==> config.mk <==
export PLATFORM = sky130hd
export DESIGN_NAME = vga_timing_gen
export DESIGN_NICKNAME = d
export VERILOG_FILES = /design/src/rtl/vga_timing_pkg.sv /design/src/rtl/vga_timing_gen_axis.sv /design/src/rtl/vga_timing_gen.sv
export SDC_FILE = /design/constraint.sdc
export NUM_CORES = 1
export LEC_CHECK = 0
export ABC_AREA = 1
export BUFFER_PORTS_ARGS = -buffer_cell sky130_fd_sc_hd__buf_2
export CORE_MARGIN = 2
export CORE_UTILIZATION = 35
export DETAILED_ROUTE_END_ITERATION = 6
export GPL_ROUTABILITY_DRIVEN = 1
export HOLD_SLACK_MARGIN = 0.12
export PLACE_DENSITY_LB_ADDON = 0.15
export SLEW_MARGIN = 40
export SYNTH_ARGS = -nofsm -noshare
export SYNTH_HDL_FRONTEND = slang
export SYNTH_SLANG_ARGS = --single-unit
==> constraint.sdc <==
create_clock -name i_clk -period 2.5 [get_ports i_clk]
set_input_delay 0.375 -clock i_clk [delete_from_list [all_inputs] [get_ports i_clk]]
set_output_delay 0.375 -clock i_clk [all_outputs]
set_load 0.01 [all_outputs]
==> src/rtl/vga_timing_pkg.sv <==
// Shared types and default 1280x1024@60 geometry for the VGA timing generator.
package vga_timing_pkg;

  localparam int unsigned COORD_W = 16;

  typedef enum logic [1:0] {
    PH_ACTIVE,
    PH_FRONT,
    PH_SYNC,
    PH_BACK
  } phase_t;

  localparam int unsigned DEF_H_ACTIVE = 1280;
  localparam int unsigned DEF_H_FP     = 48;
  localparam int unsigned DEF_H_SYNC   = 112;
  localparam int unsigned DEF_H_BP     = 248;

  localparam int unsigned DEF_V_ACTIVE = 1024;
  localparam int unsigned DEF_V_FP     = 1;
  localparam int unsigned DEF_V_SYNC   = 3;
  localparam int unsigned DEF_V_BP     = 38;

  function automatic phase_t phase_succ(input phase_t p);
    phase_t n;
    n = PH_ACTIVE;
    case (p)
      PH_ACTIVE: n = PH_FRONT;
      PH_FRONT:  n = PH_SYNC;
      PH_SYNC:   n = PH_BACK;
      PH_BACK:   n = PH_ACTIVE;
    endcase
    return n;
  endfunction

endpackage

==> src/rtl/vga_timing_gen_axis.sv <==
// One raster axis: position counter plus ACTIVE/FRONT/SYNC/BACK phase FSM with registered sync.
module vga_axis_counter
  import vga_timing_pkg::*;
#(
  parameter int unsigned ACTIVE = DEF_H_ACTIVE,
  parameter int unsigned FP     = DEF_H_FP,
  parameter int unsigned SYNC   = DEF_H_SYNC,
  parameter int unsigned BP     = DEF_H_BP,
  parameter bit          POL    = 1'b1
) (
  input  logic               i_clk,
  input  logic               i_rst,
  input  logic               i_step,
  output logic [COORD_W-1:0] count,
  output phase_t             phase_nxt,
  output logic               sync,
  output logic               wrap
);

  localparam int unsigned         TOTAL = ACTIVE + FP + SYNC + BP;
  localparam logic [COORD_W-1:0]  LAST  = COORD_W'(TOTAL - 1);

  phase_t             phase;
  logic [COORD_W-1:0] seg_cnt;
  logic [COORD_W-1:0] seg_cnt_nxt;
  logic [COORD_W-1:0] seg_last;
  logic [COORD_W-1:0] count_nxt;
  logic               seg_end;

  // Segment boundaries come from the phase state, so no wide comparators on count.
  always_comb begin
    seg_last = '0;
    case (phase)
      PH_ACTIVE: seg_last = COORD_W'(ACTIVE - 1);
      PH_FRONT:  seg_last = COORD_W'(FP - 1);
      PH_SYNC:   seg_last = COORD_W'(SYNC - 1);
      PH_BACK:   seg_last = COORD_W'(BP - 1);
    endcase

    seg_end     = (seg_cnt == seg_last);
    wrap        = (phase == PH_BACK) && seg_end;
    count_nxt   = count;
    seg_cnt_nxt = seg_cnt;
    phase_nxt   = phase;

    if (i_step) begin
      count_nxt = wrap ? '0 : count + COORD_W'(1);
      if (seg_end) begin
        seg_cnt_nxt = '0;
        phase_nxt   = phase_succ(phase);
      end else begin
        seg_cnt_nxt = seg_cnt + COORD_W'(1);
      end
    end
  end

  // Reset parks the axis on the last pixel of BACK so the first step lands on 0.
  always_ff @(posedge i_clk or posedge i_rst) begin
    if (i_rst) begin
      count   <= LAST;
      phase   <= PH_BACK;
      seg_cnt <= COORD_W'(BP - 1);
      sync    <= ~POL;
    end else begin
      count   <= count_nxt;
      phase   <= phase_nxt;
      seg_cnt <= seg_cnt_nxt;
      sync    <= (phase_nxt == PH_SYNC) ? POL : ~POL;
    end
  end

endmodule

==> src/rtl/vga_timing_gen.sv <==
// VGA raster timing source: coordinates, syncs, active flag, line/frame strobes.
// Optional frame counter enabled by defining VGA_TIMING_FRAME_CNT_EN.
module vga_timing_gen
  import vga_timing_pkg::*;
#(
  parameter int unsigned H_ACTIVE   = DEF_H_ACTIVE,
  parameter int unsigned H_FP       = DEF_H_FP,
  parameter int unsigned H_SYNC     = DEF_H_SYNC,
  parameter int unsigned H_BP       = DEF_H_BP,
  parameter int unsigned V_ACTIVE   = DEF_V_ACTIVE,
  parameter int unsigned V_FP       = DEF_V_FP,
  parameter int unsigned V_SYNC     = DEF_V_SYNC,
  parameter int unsigned V_BP       = DEF_V_BP,
  parameter bit          H_SYNC_POL = 1'b1,
  parameter bit          V_SYNC_POL = 1'b1
) (
  input  logic               i_clk,
  input  logic               i_rst,
  input  logic               i_pix_en,
  output logic [COORD_W-1:0] o_x,
  output logic [COORD_W-1:0] o_y,
  output logic               o_h_sync,
  output logic               o_v_sync,
  output logic               o_active,
  output logic               o_line_start,
  output logic               o_frame_start,
  output logic [COORD_W-1:0] o_frame_count
);

  localparam int unsigned H_TOTAL = H_ACTIVE + H_FP + H_SYNC + H_BP;
  localparam int unsigned V_TOTAL = V_ACTIVE + V_FP + V_SYNC + V_BP;

  if (H_ACTIVE < 1 || H_FP < 1 || H_SYNC < 1 || H_BP < 1 || H_TOTAL > 65535) begin : g_bad_h
    $error("vga_timing_gen: illegal horizontal geometry");
  end
  if (V_ACTIVE < 1 || V_FP < 1 || V_SYNC < 1 || V_BP < 1 || V_TOTAL > 65535) begin : g_bad_v
    $error("vga_timing_gen: illegal vertical geometry");
  end

  phase_t h_phase_nxt;
  phase_t v_phase_nxt;
  logic   h_wrap;
  logic   v_wrap;
  logic   v_step;

  assign v_step = h_wrap & i_pix_en;

  vga_axis_counter #(
    .ACTIVE (H_ACTIVE),
    .FP     (H_FP),
    .SYNC   (H_SYNC),
    .BP     (H_BP),
    .POL    (H_SYNC_POL)
  ) u_h_axis (
    .i_clk     (i_clk),
    .i_rst     (i_rst),
    .i_step    (i_pix_en),
    .count     (o_x),
    .phase_nxt (h_phase_nxt),
    .sync      (o_h_sync),
    .wrap      (h_wrap)
  );

  // V syncs only change on H wrap, so its edges always coincide with o_x becoming 0.
  vga_axis_counter #(
    .ACTIVE (V_ACTIVE),
    .FP     (V_FP),
    .SYNC   (V_SYNC),
    .BP     (V_BP),
    .POL    (V_SYNC_POL)
  ) u_v_axis (
    .i_clk     (i_clk),
    .i_rst     (i_rst),
    .i_step    (v_step),
    .count     (o_y),
    .phase_nxt (v_phase_nxt),
    .sync      (o_v_sync),
    .wrap      (v_wrap)
  );

  always_ff @(posedge i_clk or posedge i_rst) begin
    if (i_rst) begin
      o_active      <= 1'b0;
      o_line_start  <= 1'b0;
      o_frame_start <= 1'b0;
    end else begin
      o_line_start  <= v_step;
      o_frame_start <= v_step & v_wrap;
      if (i_pix_en) begin
        o_active <= (h_phase_nxt == PH_ACTIVE) && (v_phase_nxt == PH_ACTIVE);
      end
    end
  end

`ifdef VGA_TIMING_FRAME_CNT_EN
  logic [COORD_W-1:0] frame_cnt;

  always_ff @(posedge i_clk or posedge i_rst) begin
    if (i_rst) begin
      frame_cnt <= '0;
    end else if (v_step & v_wrap) begin
      frame_cnt <= frame_cnt + COORD_W'(1);
    end
  end

  assign o_frame_count = frame_cnt;
`else
  assign o_frame_count = '0;
`endif

endmodule

# Word-level counts from Yosys, hierarchy flattened
# Cells that the tools add are included.
# word_totals
ff_bits	73
input_bits	3
out_inout_bits	53
# op_classes
n_reduce_logical	7
muxes	14
addsub	4
bitwise_logic	2
n_eq_ne	10
# ops
op	n
case mux 16 bit (4 select lines)	2
adder 16 x 1 -> 16 bit (second input constant)	4
2-to-1 mux 16 bit	4
equality test 16 bit	2
case mux 2 bit (4 select lines)	2
equality test 2 bit (second input constant)	6
zero test 2 bit	4
2-to-1 mux 2 bit	4
equality test 2 x 1 -> 1 bit (second input constant)	2
logical AND 1 bit	3
bitwise AND 1 bit	2
2-to-1 mux 1 bit	2

# Longest topological paths before layout
# Gate-level depths: netlist of the first run.
# logic_depth
depth_word	8
depth_mapped	14

# Cells and area by module
# From an unflattened synthesis of the first run, not the netlist that was laid out.
# hier_totals
hier_cells	605
hier_area_um2	4566.9
# by_module_without_submodules
module	area_each_um2	seq_area_each_um2	cells_per_inst	instances
vga_axis_counter (u_h_axis)	2237.1	895.9	308	1
vga_axis_counter (u_v_axis)	2083.2	887.1	266	1
vga_timing_gen	246.5	75.1	31	1

# Worst setup path after synthesis of the first run
# OpenSTA, ideal clock, no wires.
# synth_path
path_type	register -> register
start	register u_h_axis.phase[0]
end	register u_v_axis.seg_cnt[6]
required_ps	2381
t_arrival_ps	1969
setup_time_ps	119
n_path_buf	1
path_stages_with_launch	13
slack_ps	413
path_cell_list	dfstp_2 inv_1 ha_1 inv_2 nand2_2 nand2_2 nor2_4 nand3_4 nor3_4 buf_6 nand3_1 nor3_2 nor2_1
# synth_between
elab_chain_len	5
elab_cells_between_ends	8
# synth_lines
item	line	source
start: declaration	vga_timing_gen_axis.sv:23	phase_t phase;
start signal: assignment	vga_timing_gen_axis.sv:66	phase <= phase_nxt;
equality test 2 bit, or another cell as far along	vga_timing_gen_axis.sv:33, vga_timing_gen_axis.sv:41	
case mux 16 bit (4 select lines)	vga_timing_gen_axis.sv:33	case (phase)
equality test 16 bit	vga_timing_gen_axis.sv:40	seg_end = (seg_cnt == seg_last);
logical AND 1 bit (*)	vga_timing_gen_axis.sv:41	wrap = (phase == PH_BACK) && seg_end;
bitwise AND 1 bit (*)	vga_timing_gen.sv:46	assign v_step = h_wrap & i_pix_en;
end signal: assignment	vga_timing_gen_axis.sv:62	seg_cnt <= COORD_W'(BP - 1);
end signal: assignment	vga_timing_gen_axis.sv:67	seg_cnt <= seg_cnt_nxt;
end: declaration	vga_timing_gen_axis.sv:24	logic [COORD_W-1:0] seg_cnt;
# Every way passes the cells marked *; elsewhere a longest branch is shown, timed or not. The select of a mux whose other input is x is not followed.
# A chain may end at the register's enable or synchronous reset.

# Worst setup path in the final report of the first run
# layout_path
start	register u_h_axis.phase[1]
end	register o_active
# layout_between
elab_chain_len	8
elab_cells_between_ends	15
# layout_lines
item	line	source
equality test 2 bit, or another cell as far along	vga_timing_pkg.sv:26, vga_timing_gen_axis.sv:33, vga_timing_gen_axis.sv:41	
case mux 16 bit (4 select lines)	vga_timing_gen_axis.sv:33	
equality test 16 bit	vga_timing_gen_axis.sv:40	
logical AND 1 bit	vga_timing_gen_axis.sv:41	
bitwise AND 1 bit	vga_timing_gen.sv:46	
2-to-1 mux 2 bit	vga_timing_gen_axis.sv:46	if (i_step) begin
zero test 2 bit	vga_timing_gen.sv:90	o_active <= (h_phase_nxt == PH_ACTIVE) && (v_phase_nxt == PH_ACTIVE);
logical AND 1 bit (*)	vga_timing_gen.sv:90	
end signal: assignment	vga_timing_gen.sv:90	
end: declaration	vga_timing_gen.sv:24	output logic o_active,
# Marked as above.

==> impl_results.md, run 1 <==
* Ys Warns at 0
* Synth area leaders: dfrtp_1, dfstp_2, nand2_1, inv_1, nor2_1
* Gr usage total at 16.8%
* Via density per instance at approximately 4.7
* Slew margin rel. at between 50% and 60%
* Crit-path max cell delay at 0.56 ns
* CTS Buf Count at 9
* CTS root buffer: clkbuf_16
* Hold WC Path Type: primary input to flop
* Worst slew pin tran at 0.702 ns
* Post-Route WL at 11.2 mm
* Worst reg2reg endpoint: o_active
* Die area at 14200 um^2
* Synth unique cells at 39
* First-pass DRT Iterations at 4
* Number of routed nets with antenna violations at 0
* Worst path buffer plus inverter count at 3
* Critical path, cell by cell: inv_1, ha_2, inv_2, nand2_2, nand2_2, nor2_4, nand3_4, nor3_4, buf_4, nand3_1, nand2_1, nand3_1, nand2_1
* Seq/Total Area, Yosys at between 40% and 50%
* FP Rows at 42
* Area delta synth->final at 15.5%
* Synth Instances at approximately 640
* Asr flop ratio synth at 100%
* Final Hold Vio Count at 0
* Final layout net count at 703
* CP arrival at between 2 and 3 ns
* FF-to-FF setup slack at 0.15 ns
* DP Wirelength at 8.39 mm
* Static leakage at 2.69 nW
* Cell family with most CP delay: simple AND/OR/NAND/NOR gates
* Peak VDD IR at about 0.00033 V
* Antenna diodes at 0
* DIE WIDTH at 119 um
* Clock Latency Late Sink at 0.34 ns
* Hold Crit Start: i_pix_en
* Layout cell share with drive strength beyond 1 at around 17%
* H-tree levels at 3
* Vias in the first global route at 3946
* Most frequent cell after synthesis: nand2_1
* Pwr/cell area at 676 nW/um^2
* Status: finished clean
* Top fanout value on the critical path at 17
* Die Y-Extent at 119 um
* Pin count of the biggest net entering global routing at 51
* Mean routed wirelength per cell at 12.9 um
* Clock Path Buffers at 2
* Syn Area/Cell at between 7 and 8 um^2
* Final worst path period need at 2.35 ns
* Fin util at 41.0%
* CP endpoint kind: flop
* Crit path kind: flop to flop
* Final setup violation count at 0
* DP Area at 5020 um^2
* Total grt overflow at 0
* Starting density of the core at 35.5%
* Synth Flop Type: dfrtp_1
* Fill cell count at 1356
* DRT iter0 DRCs at roughly 220
* Core ar. at approximately 13000 um^2
* Hold depth at 3
* Worst-case reg-to-reg path depth at 13
* Port bufs at 39
* Clk sinks at 73
* CTS tree: built
* Worst-path clk slew at 0.06 ns
* DR vias at 4126
* Final Max Tran Viols at 0
* Residual DRC at 0
* Flops & latches, synth at 73
* CP Launch Type: flop
* Max Clk Rate at between 400 and 500 MHz
* Hold path endpoint: u_h_axis.seg_cnt[1]
* RSZ-0062 raised after global routing: true
* Top cell type's share of synthesized area at 25.9%
* Post-synth top area cell: dfrtp_1
* Post-synth EDFFs at 0
* Post-Syn Area at 4640 um^2
* IO Count at 56
* First-pass GRT wire length at 19.2 mm
* Synth top cells by count: nand2_1, inv_1, nor2_1
* Initial antenna violation count at 0
* CP max stage cell: dfstp_2
* Final GP Congestion at 0.958
* Layout Skew at between 0.009 and 0.01 ns
* Fin crit share at 94.2%
* Design area at 5360 um^2
* Worst EP required at 2.78 ns
* Worst r2r src: u_h_axis.phase[1]
* Max-cap viol count at 0
[sequential cells by signal, indices dropped and copies added, names as in the netlist]
name / count
o_active: 1
o_frame_start: 1
o_line_start: 1
u_h_axis.count: 16
u_h_axis.phase: 2
u_h_axis.seg_cnt: 16
u_h_axis.sync: 1
u_v_axis.count: 16
u_v_axis.phase: 2
u_v_axis.seg_cnt: 16
u_v_axis.sync: 1
[metrics by stage]
stage	worst slack [ns]	instances	power [W]	hold slack, ns	setup TNS (ns)
after detailed placement	0.0624	849	0.00237	0.447	0
after global routing	-0.00979	869	0.00385	0.455	-0.0187
after global placement	0.130	849	0.00236	0.449	0
final	0.145	869	0.00363	0.419	0
after CTS	0.0300	866	0.00367	0.399	0
after floorplan	0.313	651	0.00216	0.468	0
[layout make-up]
class                   count  area [um^2]  area share (%)
well taps                 176          220            4.11
inverters                  97          364            6.79
clock buffers              10          239            4.46
flip-flops and latches     73         1860            34.7
repair buffers             52          308            5.74
multi-input cells         455         2320            43.3
clock inverters             6         48.8           0.910
[power breakdown]
part	switching [W]	leakage, nW	internal (W)	total, W
combinational	0.000475	1.71	0.000290	0.000765
sequential	0.000196	0.846	0.00140	0.00160
clock	0.000553	0.137	0.000712	0.00126
[kinds of logic (layout without fill, tap and decap cells)]
kind of cell               after synthesis  after routing  share of synthesized area (%)
xor gates and xnor gates                23             23                           4.34
DFF                                     73             73                           40.0
and+or+nand+nor                        350            350                           34.6
AOI/OAI and AO/OA                       54             54                           6.12
adders and majority gates               12             12                           3.23
other                                    1             16                         0.0808
buffers and inverters                  123            165                           11.6
[worst min-delay path, cell delays in order]
cell and delay (ns):
buf_2 0.19, nor2_1 0.13, nor3_1 0.06
[worst max-delay path by stage]
stage	from	to	slack [ns]	cells past startpoint
2_1_floorplan	i_rst	o_active	0.31	1
3_3_place_gp	u_h_axis.phase[0]	u_v_axis.count[8]	0.13	11
3_5_place_dp	u_h_axis.phase[0]	u_v_axis.count[8]	0.06	11
4_1_cts	u_h_axis.phase[0]	u_v_axis.count[8]	0.03	11
5_1_grt	u_h_axis.phase[1]	o_active	-0.01	13
6_report	u_h_axis.phase[1]	o_active	0.15	13
[routing by layer]
metal	routed length, um	global-route usage [%]	share of wire [%]	vias up
met4	241	6.25	2.2	0
met1	5430	22.5	48	1912
met5	0	0	0	-
li1	-	-	-	2111
met3	342	2.97	3.1	17
met2	5190	27.2	46	86
[cells in the final DEF (no fill, tap or decap), types with 3 or more instances in the layout]
cell	count
a21oi_1	17
buf_2	39
buf_4	11
clkbuf_16	9
conb_1	16
dfrtp_1	48
dfstp_2	25
ha_1	11
inv_1	93
inv_2	4
nand2_1	152
nand2_2	3
nand3_1	48
nand3_2	3
nand4_1	18
nor2_1	70
nor2_2	3
nor2_4	5
nor3_1	28
nor4_1	7
o21ai_0	18
o21ai_1	12
xnor2_1	6
xor2_1	17
[what timing repair did]
item / 4_1_cts / 5_1_grt
setup endpoints to repair: 0 / 15
hold buffers: 1 / 0
resized for setup: 0 / 4
buffers inserted: 0 / 3
endpoints found under the hold margin: 13 / 0
(Power assumes the default switching activity.)
==> run 2: changes to the inputs <==
--- a/config.mk
+++ b/config.mk
@@ -7,13 +7,12 @@
 export LEC_CHECK = 0
 export ABC_AREA = 1
 export BUFFER_PORTS_ARGS = -buffer_cell sky130_fd_sc_hd__buf_2
-export CORE_MARGIN = 2
+export CORE_MARGIN = 5
 export CORE_UTILIZATION = 35
 export DETAILED_ROUTE_END_ITERATION = 6
 export GPL_ROUTABILITY_DRIVEN = 1
 export HOLD_SLACK_MARGIN = 0.12
 export PLACE_DENSITY_LB_ADDON = 0.15
-export SLEW_MARGIN = 40
 export SYNTH_ARGS = -nofsm -noshare
 export SYNTH_HDL_FRONTEND = slang
 export SYNTH_SLANG_ARGS = --single-unit
==> constraint.sdc (replaced) <==
create_clock -name i_clk -period 2.3 [get_ports i_clk]
set_input_delay 0.345 -clock i_clk [delete_from_list [all_inputs] [get_ports i_clk]]
set_output_delay 0.345 -clock i_clk [all_outputs]
set_load 0.01 [all_outputs]
==> impl_results.md, run 2 (synthesis results as in run 1) <==
* Status: finished clean
* FP Rows at 42 (unchanged)
* Post-Layout Cell Count at 887 (+2.1%)
* Residual DRC at 0 (unchanged)
* H-tree levels at 3 (unchanged)
* Max-cap viol count at 0 (unchanged)
* Pre-CTS setup slack at -0.0274 ns (-0.0897 ns)
* Initial antenna violation count at 0 (unchanged)
* Total grt overflow at 0 (unchanged)
* Number of routed nets with antenna violations at 0 (unchanged)
* Core ar. at 13100 um^2 (+0.40%)
* Via density per instance at 4.65 (-2.1%)
* Final Hold Vio Count at 0 (unchanged)
* CTS Buf Count at 9 (unchanged)
* Fin crit share at 98.2% (+4.0 points)
* DRT iter0 DRCs at 249 (+14%)
* Worst EP required at 2.58 ns (-0.20 ns)
* Clock Path Buffers at 2 (unchanged)
* Final GP Congestion at 0.905 (-5.5%)
* Most frequent cells in the layout: nand2_1, inv_1, nor2_1
* CTS root buffer: clkbuf_16
* Final setup violation count at 0 (unchanged)
* RSZ-0062 raised after global routing: true
* Final worst path period need at 2.26 ns (-0.0969 ns)
* Worst reg2reg endpoint: u_v_axis.count[10]
* Fin util at 42.3% (+1.4 points)
* Clk sinks at 73 (unchanged)
* Final layout net count at 721 (+2.6%)
* CP Launch Type: flop
* Top fanout value on the critical path at 4 (-13)
* First-pass GRT wire length at 19.2 mm (+0.22%)
* Port bufs at 39 (unchanged)
* Critical path, cell by cell: inv_4, ha_4, inv_2, nand2_2, nand2_2, nor2_4, nand3_4, nor3_4, buf_6, nand2_2, or2_0, a21oi_1
* Worst-path clk slew at 0.06 ns (about the same)
* Max Clk Rate at 443 MHz (+4.3%)
* Antenna diodes at 0 (unchanged)
* Clock Latency Late Sink at 0.35 ns (about the same)
* Worst-case reg-to-reg path depth at 12 (-1)
* Pin count of the biggest net entering global routing at 33 (-35%)
* Hold WC Path Type: primary input to flop
* Crit path kind: flop to flop
* CP max stage cell: dfstp_2
* Crit-path max cell delay at 0.57 ns (about the same)
* Power, Total at 0.00400 W (+10%)
* Post-Route WL at 11.5 mm (+2.2%)
* DIE WIDTH at 125 um (+5.0%)
* Placed cells at 859 (+1.2%)
* Vias in the first global route at 3969 (+0.58%)
* Worst setup endpoint: u_v_axis.count[10]
* First-pass DRT Iterations at 6 (+2)
* Critical Path Most Common Cell: nand2_2
* Layout cell share with drive strength beyond 1 at 21.0% (+3.6 points)
* DP Wirelength at 8.63 mm (+2.8%)
* Area delta synth->final at 19.8%
* FF-to-FF setup slack at 0.04 ns (-0.10 ns)
* Final Max Tran Viols at 0 (unchanged)
* CP arrival at 2.54 ns (-0.09 ns)
* CP endpoint kind: flop
* CP startpoint: u_h_axis.phase[1]
* IO Count at 56 (unchanged)
* Layout Skew at 0.00633 ns (-0.00273 ns)
* Pwr/cell area at 719 nW/um^2 (+6.3%)
* Worst slew pin tran at 0.539 ns (-0.163 ns)
* Die Y-Extent at 125 um (+5.0%)
* Starting density of the core at 35.3% (-0.14 points)
* Worst r2r src: u_h_axis.phase[1]
* Die area at 15700 um^2 (+10%)
* Static leakage at 2.79 nW (+3.7%)
* CTS tree: built
* Mean routed wirelength per cell at 12.9 um (+0.13%)
* Gr usage total at 14.9% (-1.9 points)
* Commonest non-fill, non-tap cell in the layout: nand2_1
* Setup ws final at 0.0424 ns (-0.103 ns)
* Peak VDD IR at 0.000346 V (+4.8%)
* DR vias at 4121 (-0.12%)
* Slew margin rel. at 63.8% (+11 points)
## run 2: stage by stage
stage | setup TNS (ns) | area, um^2 | hold slack [ns]
2_1_floorplan | 0 | 4700 | 0.468
3_3_place_gp | 0 | 5110 | 0.404
3_5_place_dp | -0.0706 | 5110 | 0.402
4_1_cts | 0 | 5430 | 0.394
5_1_grt | -0.274 | 5560 | 0.423
6_report | 0 | 5560 | 0.411
## run 2: worst min-delay path by stage
stage / depth (start not counted) / startpoint / endpoint
final: 3 / i_pix_en / u_h_axis.count[7]
after global routing: 3 / i_pix_en / u_h_axis.count[7]
after CTS: 3 / i_pix_en / u_h_axis.count[7]
after detailed placement: 2 / i_rst / u_v_axis.count[1]
after global placement: 2 / i_rst / u_v_axis.count[1]
after floorplan: 1 / u_v_axis.seg_cnt[14] / u_v_axis.seg_cnt[14]
## run 2: what timing repair did
action,CTS,global route
hold buffers,1,0
endpoints found under the setup margin,6,31
buffers inserted,1,10
resized for setup,2,16
endpoints found under the hold margin,16,0
pin swaps,1,8
## run 2: area by class of cell
cell class              instances  area, um^2
clock inverters                 7        70.1
clock buffers                   9         225
flip-flops and latches         73        1860
fillers                      1402        7570
inverters                      97         367
multi-input cells             455        2360
repair buffers                 70         467
well taps                     176         220
## run 2: worst max-delay path: cells and delay by family, from the launching register on
kind                     cells  cell delay (ns)
flip-flops                   1             0.57
buffers and inverters        3             0.25
AND/OR/NAND/NOR              7             0.95
AO/OA/AOI/OAI                1             0.14
adder cells (fa/ha/maj)      1             0.27
## run 2: power breakdown
| group | internal (W) | switching [W] |
|---|---|---|
| Sequential | 0.00152 | 0.000207 |
| Clock | 0.000839 | 0.000580 |
| Combinational | 0.000335 | 0.000513 |
## run 2: metal layers
layer / up-vias / share of wire, % / global-route usage, %
met5: - / 0 / 0
met2: 95 / 46 / 23.7
met4: 0 / 1.5 / 5.55
met3: 14 / 4.7 / 3.37
li1: 2141 / - / -
met1: 1871 / 48 / 20.0
